--- src/rtl/pc_redirect_ctrl_pkg.sv ---
// Shared definitions for the PC redirect controller: FSM state encoding,
// redirect source/priority codes and the default address width.
package pc_redirect_ctrl_pkg;

    localparam int ADDR_W_DEFAULT = 32;

    localparam logic [0:0] ST_RUN  = 1'b0;
    localparam logic [0:0] ST_PEND = 1'b1;

    // Numeric order of the codes is the priority order.
    typedef enum logic [1:0] {
        SRC_NONE = 2'd0,
        SRC_ID   = 2'd1,
        SRC_EX   = 2'd2,
        SRC_TRAP = 2'd3
    } redir_src_e;

endpackage

--- src/rtl/pc_redirect_ctrl_prio_enc.sv ---
// Combinational priority encoder: trap > ex_branch > id_jump.
module redirect_prio_enc
    import pc_redirect_ctrl_pkg::*;
#(
    parameter int ADDR_W = ADDR_W_DEFAULT
) (
    input  logic              trap_vld,
    input  logic [ADDR_W-1:0] trap_addr,
    input  logic              ex_vld,
    input  logic [ADDR_W-1:0] ex_addr,
    input  logic              id_vld,
    input  logic [ADDR_W-1:0] id_addr,
    output redir_src_e        src,
    output logic [ADDR_W-1:0] addr
);

    always_comb begin
        src  = SRC_NONE;
        addr = '0;
        if (trap_vld) begin
            src  = SRC_TRAP;
            addr = trap_addr;
        end else if (ex_vld) begin
            src  = SRC_EX;
            addr = ex_addr;
        end else if (id_vld) begin
            src  = SRC_ID;
            addr = id_addr;
        end
    end

endmodule

--- src/rtl/pc_redirect_ctrl.sv ---
// PC redirect controller: issues jump/branch/trap redirects to the PC generator,
// parking the highest-priority one in a single pending register while fetch is held.
module pc_redirect_ctrl
    import pc_redirect_ctrl_pkg::*;
#(
    parameter int ADDR_W = ADDR_W_DEFAULT
) (
    input  logic              clk,
    input  logic              rst,
    input  logic              imem_ready,
    input  logic              stall_req,
    input  logic              id_jump,
    input  logic [ADDR_W-1:0] id_jump_addr,
    input  logic              ex_branch,
    input  logic [ADDR_W-1:0] ex_branch_addr,
    input  logic              trap_req,
    input  logic [ADDR_W-1:0] trap_vec,
    output logic              trap_ack,
    output logic              pc_hold,
    output logic              pc_branch,
    output logic [ADDR_W-1:0] pc_branch_addr,
    output logic              flush_if,
    output logic              flush_id,
    output logic              pend_valid
);

    logic [0:0]        state_q, state_d;
    redir_src_e        pend_src_q, pend_src_d;
    logic [ADDR_W-1:0] pend_addr_q, pend_addr_d;
    logic              ack_hist_q, ack_hist_d;

    redir_src_e        new_src;
    logic [ADDR_W-1:0] new_addr;
    redir_src_e        iss_src;
    logic [ADDR_W-1:0] iss_addr;
    redir_src_e        merge_src;
    logic [ADDR_W-1:0] merge_addr;
    logic              hold;
    logic              trap_eff;

    // A trap that was just acknowledged may still be visible for one cycle.
    assign trap_eff = trap_req & ~ack_hist_q;
    assign hold     = ~imem_ready | stall_req;

    redirect_prio_enc #(.ADDR_W(ADDR_W)) u_prio_enc (
        .trap_vld  (trap_eff),
        .trap_addr (trap_vec),
        .ex_vld    (ex_branch),
        .ex_addr   (ex_branch_addr),
        .id_vld    (id_jump),
        .id_addr   (id_jump_addr),
        .src       (new_src),
        .addr      (new_addr)
    );

    always_comb begin
        state_d     = state_q;
        pend_src_d  = pend_src_q;
        pend_addr_d = pend_addr_q;
        iss_src     = SRC_NONE;
        iss_addr    = '0;
        merge_src   = pend_src_q;
        merge_addr  = pend_addr_q;

        if (new_src > pend_src_q) begin
            merge_src  = new_src;
            merge_addr = new_addr;
        end

        case (state_q)
            ST_RUN: begin
                if (new_src != SRC_NONE) begin
                    if (hold) begin
                        pend_src_d  = new_src;
                        pend_addr_d = new_addr;
                        state_d     = ST_PEND;
                    end else begin
                        iss_src  = new_src;
                        iss_addr = new_addr;
                    end
                end
            end
            ST_PEND: begin
                if (hold) begin
                    pend_src_d  = merge_src;
                    pend_addr_d = merge_addr;
                end else begin
                    iss_src     = merge_src;
                    iss_addr    = merge_addr;
                    pend_src_d  = SRC_NONE;
                    pend_addr_d = '0;
                    state_d     = ST_RUN;
                end
            end
            default: begin
                state_d     = ST_RUN;
                pend_src_d  = SRC_NONE;
                pend_addr_d = '0;
            end
        endcase
    end

    // Outputs are forced quiet while reset is asserted.
    always_comb begin
        pc_hold        = ~rst & hold;
        pc_branch      = ~rst & (iss_src != SRC_NONE);
        pc_branch_addr = pc_branch ? iss_addr : '0;
        flush_if       = pc_branch;
        flush_id       = pc_branch & ((iss_src == SRC_EX) | (iss_src == SRC_TRAP));
        trap_ack       = pc_branch & (iss_src == SRC_TRAP);
        pend_valid     = (state_q == ST_PEND);
        ack_hist_d     = trap_ack;
    end

    always_ff @(posedge clk or posedge rst) begin
        if (rst) begin
            state_q     <= ST_RUN;
            pend_src_q  <= SRC_NONE;
            pend_addr_q <= '0;
            ack_hist_q  <= 1'b0;
        end else begin
            state_q     <= state_d;
            pend_src_q  <= pend_src_d;
            pend_addr_q <= pend_addr_d;
            ack_hist_q  <= ack_hist_d;
        end
    end

endmodule

--- config.mk ---
export PLATFORM = sky130hd
export DESIGN_NAME = pc_redirect_ctrl
export DESIGN_NICKNAME = d
export VERILOG_FILES = /design/src/rtl/pc_redirect_ctrl_pkg.sv /design/src/rtl/pc_redirect_ctrl_prio_enc.sv /design/src/rtl/pc_redirect_ctrl.sv
export SDC_FILE = /design/constraint.sdc
export NUM_CORES = 1
export LEC_CHECK = 0
export CORE_ASPECT_RATIO = 1.1
export CORE_MARGIN = 8
export CORE_UTILIZATION = 41
export CTS_BUF_LIST = sky130_fd_sc_hd__clkbuf_4
export CTS_CLUSTER_DIAMETER = 60
export DETAILED_ROUTE_END_ITERATION = 8
export GPL_TIMING_DRIVEN = 0
export PLACE_DENSITY = 0.86
export SETUP_SLACK_MARGIN = 0.15
export SLEW_MARGIN = 20
export SYNTH_ARGS = -nofsm -noshare
export SYNTH_HDL_FRONTEND = slang
export SYNTH_HIERARCHICAL = 1
export SYNTH_SLANG_ARGS = --single-unit
--- constraint.sdc ---
create_clock -name clk -period 2.6 [get_ports clk]
set_input_delay 0.39 -clock clk [delete_from_list [all_inputs] [get_ports clk]]
set_output_delay 0.39 -clock clk [all_outputs]
set_load 0.1 [all_outputs]
* Word-level counts from Yosys, hierarchy flattened *
Cells that the tools add are included.

word-level totals
  register bits after elaboration = 36
  input bits = 103
  word-level logic and storage cells = 51

operators by class
  magnitude comparators = 1
  equal/unequal tests = 4
  mux-type cells = 28
  bitwise logic cells = 11
  reductions and logical operators = 3

operators by type and width
  kind                  count
  $mux W32              11
  $pmux W32 S2          2
  $mux W2               9
  $pmux W2 S2           2
  $and A1 B1 Y1         5
  $eq A2 B2 Y1 const B  2
  $ne A2 B2 Y1 const B  2
  $not A1 Y1            4
  $reduce_bool A2 Y1    2
  $mux W1               3
  $gt A2 B2 Y1          1
  $or A1 B1 Y1          2
  $pmux W1 S2           1
  $reduce_and A2 Y1     1

* Logic depth before layout (Yosys ltp) *
Gate-level depths: netlist of run 1.

  word-level depth = 10
  gate-level depth with buffers = 12
  gate-level depth less buffers = 8

* Cells and area by module *
The synthesis of run 1 kept the hierarchy.

by module, submodules not included
  module             instances  cells each  area each (sq um)  seq. area each (sq um)
  pc_redirect_ctrl   1          297         2521.2             900.9
  redirect_prio_enc  1          149         927.1              0.0

* Worst setup path before layout of run 1 *
No wires, ideal clock.

  kind = input port to output port
  start point = input trap_req
  end point = output trap_ack
  arrival = 5.063 ns
  data required time = 2.210 ns
  path slack = -2.853 ns
  stages on the path = 9
  path buffers = 1
  cells stage by stage = nor2b_1 clkbuf_1 or2_1 inv_1 ha_1 nand2_1 o21ai_0 nor3_1 nor2b_1

between the ends
  cells in the longest elaborated chain, start to end = 9
  elaborated cells on any way between the ends = 13
  those cells by class = 1 x order compare; 1 x eq/ne; 6 x mux; 3 x bitwise; 2 x reduce/logical

ends and longest elaborated chain
  what                  line                             source
  start, declared       pc_redirect_ctrl.sv:16           input logic trap_req,
  $and A1 B1 Y1 (*)     pc_redirect_ctrl.sv:42           assign trap_eff = trap_req & ~ack_hist_q;
  $mux W2 (*)           pc_redirect_ctrl_prio_enc.sv:20  if (trap_vld) begin
  named net new_src[1]  pc_redirect_ctrl.sv:32           redir_src_e new_src;
  $gt A2 B2 Y1          pc_redirect_ctrl.sv:65           if (new_src > pend_src_q) begin
  $mux W2               pc_redirect_ctrl.sv:65
  $mux W2               pc_redirect_ctrl.sv:84           if (hold) begin
  $pmux W2 S2 (*)       pc_redirect_ctrl.sv:70           case (state_q)
  $reduce_bool A2 Y1    pc_redirect_ctrl.sv:106          pc_branch = ~rst & (iss_src != SRC_NONE);
  $and A1 B1 Y1         pc_redirect_ctrl.sv:106
  $and A1 B1 Y1 (*)     pc_redirect_ctrl.sv:110          trap_ack = pc_branch & (iss_src == SRC_TRAP);
  end, declared         pc_redirect_ctrl.sv:18           output logic trap_ack,

The timed path passes the listed nets; every way through them passes the cells marked *.

* Final worst setup path of run 1 *
  start point = register ack_hist_q
  end point = output pc_branch_addr[13]

between the ends
  cells in the longest elaborated chain, start to end = 10
  elaborated cells on any way between the ends = 19
  those cells by class = 1 x order compare; 13 x mux; 3 x bitwise; 2 x reduce/logical

ends and longest elaborated chain
  what                    line                             source
  start, declared         pc_redirect_ctrl.sv:30           logic ack_hist_q, ack_hist_d;
  start signal, assigned  pc_redirect_ctrl.sv:125          ack_hist_q <= ack_hist_d;
  $not A1 Y1 (*)          pc_redirect_ctrl.sv:42
  $and A1 B1 Y1 (*)       pc_redirect_ctrl.sv:42
  named net trap_eff      pc_redirect_ctrl.sv:39           logic trap_eff;
  $mux W2 (*)             pc_redirect_ctrl_prio_enc.sv:20
  named net new_src[0]    pc_redirect_ctrl.sv:32
  $gt A2 B2 Y1            pc_redirect_ctrl.sv:65
  $mux W2                 pc_redirect_ctrl.sv:65
  $mux W2                 pc_redirect_ctrl.sv:84
  $pmux W2 S2             pc_redirect_ctrl.sv:70
  $reduce_bool A2 Y1      pc_redirect_ctrl.sv:106
  $and A1 B1 Y1           pc_redirect_ctrl.sv:106
  $mux W32 (*)            pc_redirect_ctrl.sv:107          pc_branch_addr = pc_branch ? iss_addr : '0;
  end, declared           pc_redirect_ctrl.sv:21           output logic [ADDR_W-1:0] pc_branch_addr,

Marked as above.

==> out/results.txt, run 1 <==
Status: complete, but fails checks
Failing checks: negative setup slack
Vias per cell: 6.02
RePlAce Congestion: 0.870
Fin crit share: 132%
Syn Inst Count: 446
Leak Pwr: 2.33 nW
Register area share after synthesis: 26.1%
Mapped cell area: 3450 um2
HP Start: pend_addr_q[6]$_DFFE_PP0P_
R2R Setup Slk: 220 ps
Final Slew Violations: 0
Cell accounting for the most synthesized area: dfrtp_1
HPWL Detailed: 10100 um
Synthesis-stage register bit count: 36
Die Ht: 112 um
Fmax: 0.292 GHz
# clock sinks: 36
CTS H-tree lvls: 2
Fin Clk Skew: 21.5 ps
Grt ovf: 0
Post-DP Area: 5570 um2
Crit end category: primary output
Arrival time worst endpoint: 3030 ps
# IOs: 141
Pwr Total: 0.00390 W
Min-Delay Path Class: flop to flop
R2r startpoint: ack_hist_q$_DFF_PP0_
Critical path class: flop to primary output
Worst Hold Path EP: pend_addr_q[6]$_DFFE_PP0P_
Site Rows: 35
Maximum number of pins on one net before global-route repair: 37
Die span in x: 103 um
Syn Nets: 552
CTS buffer count: 5
Reg2reg end: pend_addr_q[27]$_DFFE_PP0P_
Share of cells above drive strength 1: 25.6%
Net count, final: 714
Post-CTS Hold Buffers: 0
Ys flop type: dfrtp_1
Vias in the first global route: 4676
DR iter-0 viols: 360
Main area contributors after synthesis: dfrtp_1, mux2i_1, nand3_1
Crit-path max FO: 8
Slew @ Worst Pin: 983 ps
Worst ir drop on vdd: 0.307 mV
Layout area overhead: 84.2%
Fraction of registers with async set/reset: 100%
Netlist cell types: 35
Post-synth top area share: 26.1%
Vias: 4338
Clk root buf: clkbuf_4
WP data required: 2210 ps
Maximum clock insertion buffer count: 2
Starting Density: 41.7%
Final setup vio count: 35
Clock Latency Late Sink: 370 ps
P per Cell Area: 614 nW/um2
Pre-antenna DRT Iters: 5
Initial antenna violation count: 1
Setup tns final: -27140 ps
Synthesis Warnings: 6
Post-synth EDFFs: 0
Most numerous cell in the Yosys netlist: nand3_1
Slew margin rel.: 34.4%
Antenna Nets Post-Route: 0
# port buffers: 138
Global-route wire length before repair: 23100 um
Fin. Hold Viols: 0
Clock Pin Slew Worst Setup and Hold Paths: 140 ps
Synth cell count leaders: nand3_1, a21oi_1, nand2_1
Final WS setup: -822 ps
Die area: 11600 um2
Synth Area per Inst: 7.73 um2
CTS tree: built
Core Area: 8280 um2
Critical Path Source Type: flop
Max_cap viols: 0
Worst r2r path cells: 11
Unrepaired setup endpoints after global routing: true
Wire per inst: 20.6 um
Post-layout minimum cycle time: 3420 ps
Routed WL: 14800 um
Min-Delay Path Depth: 1
Post-route DRC: 0
Gr usage total: 24.8%
Cell area after layout: 6350 um2
metal layers:
layer | wire, um | share of wire [%] | track usage [%]
met1 | 5370 | 36 | 26.8
met2 | 7840 | 53 | 43.8
met3 | 1280 | 8.6 | 5.94
met4 | 359 | 2.4 | 10.9
met5 | 0 | 0 | 0
report_power, final:
part / leakage [nW] / switching (W) / internal [W]
clock network: 0.0654 / 0.000220 / 0.000396
logic: 1.81 / 0.00139 / 0.000975
registers: 0.454 / 0.000160 / 0.000763
total: 2.33 / 0.00177 / 0.00213
kinds of logic after synthesis:
| logic type | synth area share, % |
|---|---|
| compound gates | 25.8 |
| fa+ha+maj | 1.09 |
| buf+inv | 9.40 |
| flops | 26.1 |
| mux | 9.29 |
| simple gates | 28.3 |
cell type report:
type	instances	area, um2
Multi-Input combinational cell	354	2810
Timing Repair Buffer	155	1940
Fill cell	499	1920
Sequential cell	36	902
Buffer	49	395
Tap cell	111	139
Clock inverter	3	90.1
Clock buffer	5	37.5
Inverter	7	32.5
Antenna cell	1	2.50
timing repair:
item	in CTS	in global routing
cloned	2	1
gates resized for setup	342	12
setup buffers	12	2
pin swaps	5	6
setup endpoints to repair	62	46
layout by cell type (no fill, tap or decap), types with 4 or more instances in the layout:
cell type / instances
a31oi_4: 32
nand3_1: 64
nor2b_1: 33
nand3b_1: 32
buf_2: 11
mux2i_1: 32
buf_4: 17
clkbuf_4: 8
o22ai_1: 16
a21oi_2: 4
clkbuf_1: 11
a21oi_1: 62
a22o_1: 16
dfrtp_1: 35
nand2_1: 36
clkdlybuf4s50_1: 99
buf_12: 40
buf_6: 9
stage by stage:
stage	hold slack, ps	util (%)	cells	setup slack [ps]
after global routing	527	76.7	721	-885
after CTS	517	75.6	717	-784
after detailed placement	485	67.3	695	-2080
final	521	76.7	721	-822
after floorplan	465	-	446	-618
after global placement	482	67.3	695	-2050
registers in the layout, indices dropped and copies added, names as in the netlist:
signal       cells
pend_addr_q     32
pend_src_q       2
ack_hist_q       1
pend_valid       1
worst max-delay path, stage by stage (launching register included):
cell and delay, ps:
dfrtp_1 420, nor2b_4 180, buf_6 140, buf_8 90, a21o_1 120, inv_2 70, ha_4 270, nand2b_4 60
a21o_1 210, a311o_2 410, buf_12 170, clkbuf_16 170, a31oi_4 170, buf_12 200
how the worst max path moves through the flow:
stage                     cells after the start                 start            endpoint
final                                        13  ack_hist_q$_DFF_PP0_  pc_branch_addr[13]
after global routing                         13  ack_hist_q$_DFF_PP0_  pc_branch_addr[30]
after CTS                                    12  ack_hist_q$_DFF_PP0_  pc_branch_addr[30]
after detailed placement                     14              trap_req  pc_branch_addr[30]
after global placement                       14              trap_req  pc_branch_addr[30]
after floorplan                              12              trap_req           pc_branch
(Power assumes the default switching activity.)
==> run 2, diff against run 1 <==
--- a/config.mk
+++ b/config.mk
@@ -14,8 +14,10 @@
 export GPL_TIMING_DRIVEN = 0
 export PLACE_DENSITY = 0.86
 export SETUP_SLACK_MARGIN = 0.15
+export SKIP_CTS_REPAIR_TIMING = 1
 export SLEW_MARGIN = 20
 export SYNTH_ARGS = -nofsm -noshare
 export SYNTH_HDL_FRONTEND = slang
 export SYNTH_HIERARCHICAL = 1
 export SYNTH_SLANG_ARGS = --single-unit
+export TNS_END_PERCENT = 100
==> run 2 against run 1 <==
Net effect:
- total power about the same
- sequential cell count stayed put
- non-clock buffer count shrank 3
- first-iteration DRC count shrank 22%
- hold slack got worse by 1.1 ps
- sequential power increased by 0.4%
- sequential share of layout area up 0.12 points
- the flow still finishes with violations (negative setup slack)
- largest cell class unchanged
- combinational power barely moved
==> out/results.txt, run 2 (synthesized netlist as in run 1, its figures left out) <==
Status: complete, but fails checks
Failing checks: negative setup slack
Dpl ws: -2080 ps (unchanged)
Antenna Nets Post-Route: 0 (unchanged)
Slew margin rel.: 34.4% (+0.050 points)
Crit path largest cell delay: 560 ps (+140 ps)
Final WS setup: -852 ps (-30.2 ps)
Crit-path cells: nor2b_4 > buf_6 > buf_8 > a21o_4 > inv_4 > ha_4 > nand2b_4 > a21o_1 > a311o_2 > clkbuf_16 > a31oi_4 > buf_12
Worst ir drop on vdd: 0.319 mV (+4.1%)
Unrepaired setup endpoints after global routing: true
Wire per inst: 20.5 um (-0.52%)
Vias per cell: 6.11 (+1.5%)
Clock Latency Late Sink: 370 ps (about the same)
Fmax: 0.290 GHz (-0.87%)
Pwr Total: 0.00390 W (about the same)
Core Area: 8280 um2 (unchanged)
Fin crit share: 133% (+1.2 points)
Setup tns final: -28130 ps (-993 ps)
Post-layout minimum cycle time: 3450 ps (+30.2 ps)
Min-Delay Path Class: flop to flop
CTS buffer count: 5 (unchanged)
Commonest cells after routing, fill and taps aside: clkdlybuf4s50_1, nand3_1, a21oi_1
# IOs: 141 (unchanged)
Die span in x: 103 um (unchanged)
Share of cells above drive strength 1: 25.2% (-0.37 points)
Reg2reg end: pend_addr_q[25]$_DFFE_PP0P_
Final Slew Violations: 0 (unchanged)
WHS: 520 ps (-1.07 ps)
Initial antenna violation count: 1 (unchanged)
Slew @ Worst Pin: 981 ps (-2.21 ps)
Crit-path leading delay family: compound AO/OA/AOI/OAI gates
Leak Pwr: 2.32 nW (-0.46%)
Max FFs per register: 32 (unchanged)
Vias in the first global route: 4396 (-6.0%)
Layout area overhead: 82.6%
Clock Pin Slew Worst Setup and Hold Paths: 110 ps (-30 ps)
Routed WL: 14700 um (-0.93%)
Max_cap viols: 0 (unchanged)
CTS tree: built
Final setup vio count: 35 (unchanged)
Placed cells: 695 (unchanged)
WP data required: 2210 ps (about the same)
R2R Setup Slk: 160 ps (-60 ps)
Global-route wire length before repair: 21300 um (-7.8%)
Crit end category: primary output
Critical Path Source Type: flop
Crit-path slowest cell: a311o_2
DR iter-0 viols: 282 (-22%)
Arrival time worst endpoint: 3060 ps (+30 ps)
Regs by FF count: pend_addr_q: 32 flops, pend_src_q: 2 flops
Clk root buf: clkbuf_4
RePlAce Congestion: 0.870 (unchanged)
R2r startpoint: ack_hist_q$_DFF_PP0_
Fin. Hold Viols: 0 (unchanged)
Critical path class: flop to primary output
Vias: 4384 (+1.1%)
Critical Path Start: ack_hist_q$_DFF_PP0_
Die Ht: 112 um (unchanged)
Post-route DRC: 0 (unchanged)
P per Cell Area: 620 nW/um2 (+0.89%)
Net count, final: 711 (-0.42%)
Starting Density: 41.7% (unchanged)
Gr usage total: 22.7% (-2.1 points)
Die area: 11600 um2 (unchanged)
Maximum clock insertion buffer count: 2 (unchanged)
Fin Clk Skew: 19.1 ps (-2.37 ps)
HPWL Detailed: 10100 um (unchanged)
WP depth: 12 (-1)
Pre-antenna DRT Iters: 5 (unchanged)
Worst r2r path cells: 11 (unchanged)
Top reg by flops: pend_addr_q
Crit-path max FO: 7 (-1)
Final Non-Filler Cells: 718 (-0.42%)
# port buffers: 138 (unchanged)
# clock sinks: 36 (unchanged)
CP endpoint: pc_branch_addr[3]
CTS H-tree lvls: 2 (unchanged)
Maximum number of pins on one net before global-route repair: 37 (unchanged)
CP Buf/Inv Count: 5 (-1)
Site Rows: 35 (unchanged)
Commonest non-fill, non-tap cell in the layout: clkdlybuf4s50_1
Grt ovf: 0 (unchanged)
-- run 2: cell type report --
cell class	instances	area (um2)
diodes	1	2.50
plain buffers	49	384
clock buffers	5	37.5
clock inverters	3	90.1
fillers	501	1980
inverters	7	35.0
multi-input cells	354	2800
flip-flops and latches	36	902
well taps	111	139
repair buffers	152	1900
-- run 2: power by group --
| group | total [W] | internal [W] | switching [W] | leakage (nW) |
|---|---|---|---|---|
| registers | 0.000927 | 0.000764 | 0.000163 | 0.454 |
| logic | 0.00236 | 0.000968 | 0.00140 | 1.80 |
| clock network | 0.000613 | 0.000396 | 0.000217 | 0.0654 |
| total | 0.00390 | 0.00213 | 0.00178 | 2.32 |
-- run 2: how the worst min path moves through the flow --
stage | start | endpoint | depth (start not counted) | slack, ps
floorplan | pend_addr_q[0]$_DFFE_PP0P_ | pend_addr_q[0]$_DFFE_PP0P_ | 1 | 470
global placement | pend_addr_q[13]$_DFFE_PP0P_ | pend_addr_q[13]$_DFFE_PP0P_ | 1 | 480
detailed placement | pend_addr_q[7]$_DFFE_PP0P_ | pend_addr_q[7]$_DFFE_PP0P_ | 1 | 480
CTS | pend_addr_q[7]$_DFFE_PP0P_ | pend_addr_q[7]$_DFFE_PP0P_ | 1 | 520
global route | pend_addr_q[13]$_DFFE_PP0P_ | pend_addr_q[13]$_DFFE_PP0P_ | 1 | 530
finish | pend_addr_q[31]$_DFFE_PP0P_ | pend_addr_q[31]$_DFFE_PP0P_ | 1 | 520
-- run 2: stage by stage --
step | area [um2] | utilization, %
6_report | 6300 | 76.1
2_1_floorplan | 4050 | -
5_1_grt | 6300 | 76.1
4_1_cts | 5700 | 68.9
3_3_place_gp | 5570 | 67.3
3_5_place_dp | 5570 | 67.3
-- run 2: layer usage --
layer / track usage, % / up-vias / share of wire [%]
met5: 0 / - / 0
met1: 25.6 / 2131 / 37
met3: 5.39 / 43 / 7.6
met2: 39.2 / 245 / 52
li1: - / 1965 / -
met4: 9.18 / 0 / 3.4
==> run 3, diff against run 2 <==
--- a/config.mk
+++ b/config.mk
@@ -5,6 +5,7 @@
 export SDC_FILE = /design/constraint.sdc
 export NUM_CORES = 1
 export LEC_CHECK = 0
+export CAP_MARGIN = 20
 export CORE_ASPECT_RATIO = 1.1
 export CORE_MARGIN = 8
 export CORE_UTILIZATION = 41
==> results of run 3 <==
No change in the layout: final DEF, timing and power equal those of run 2.
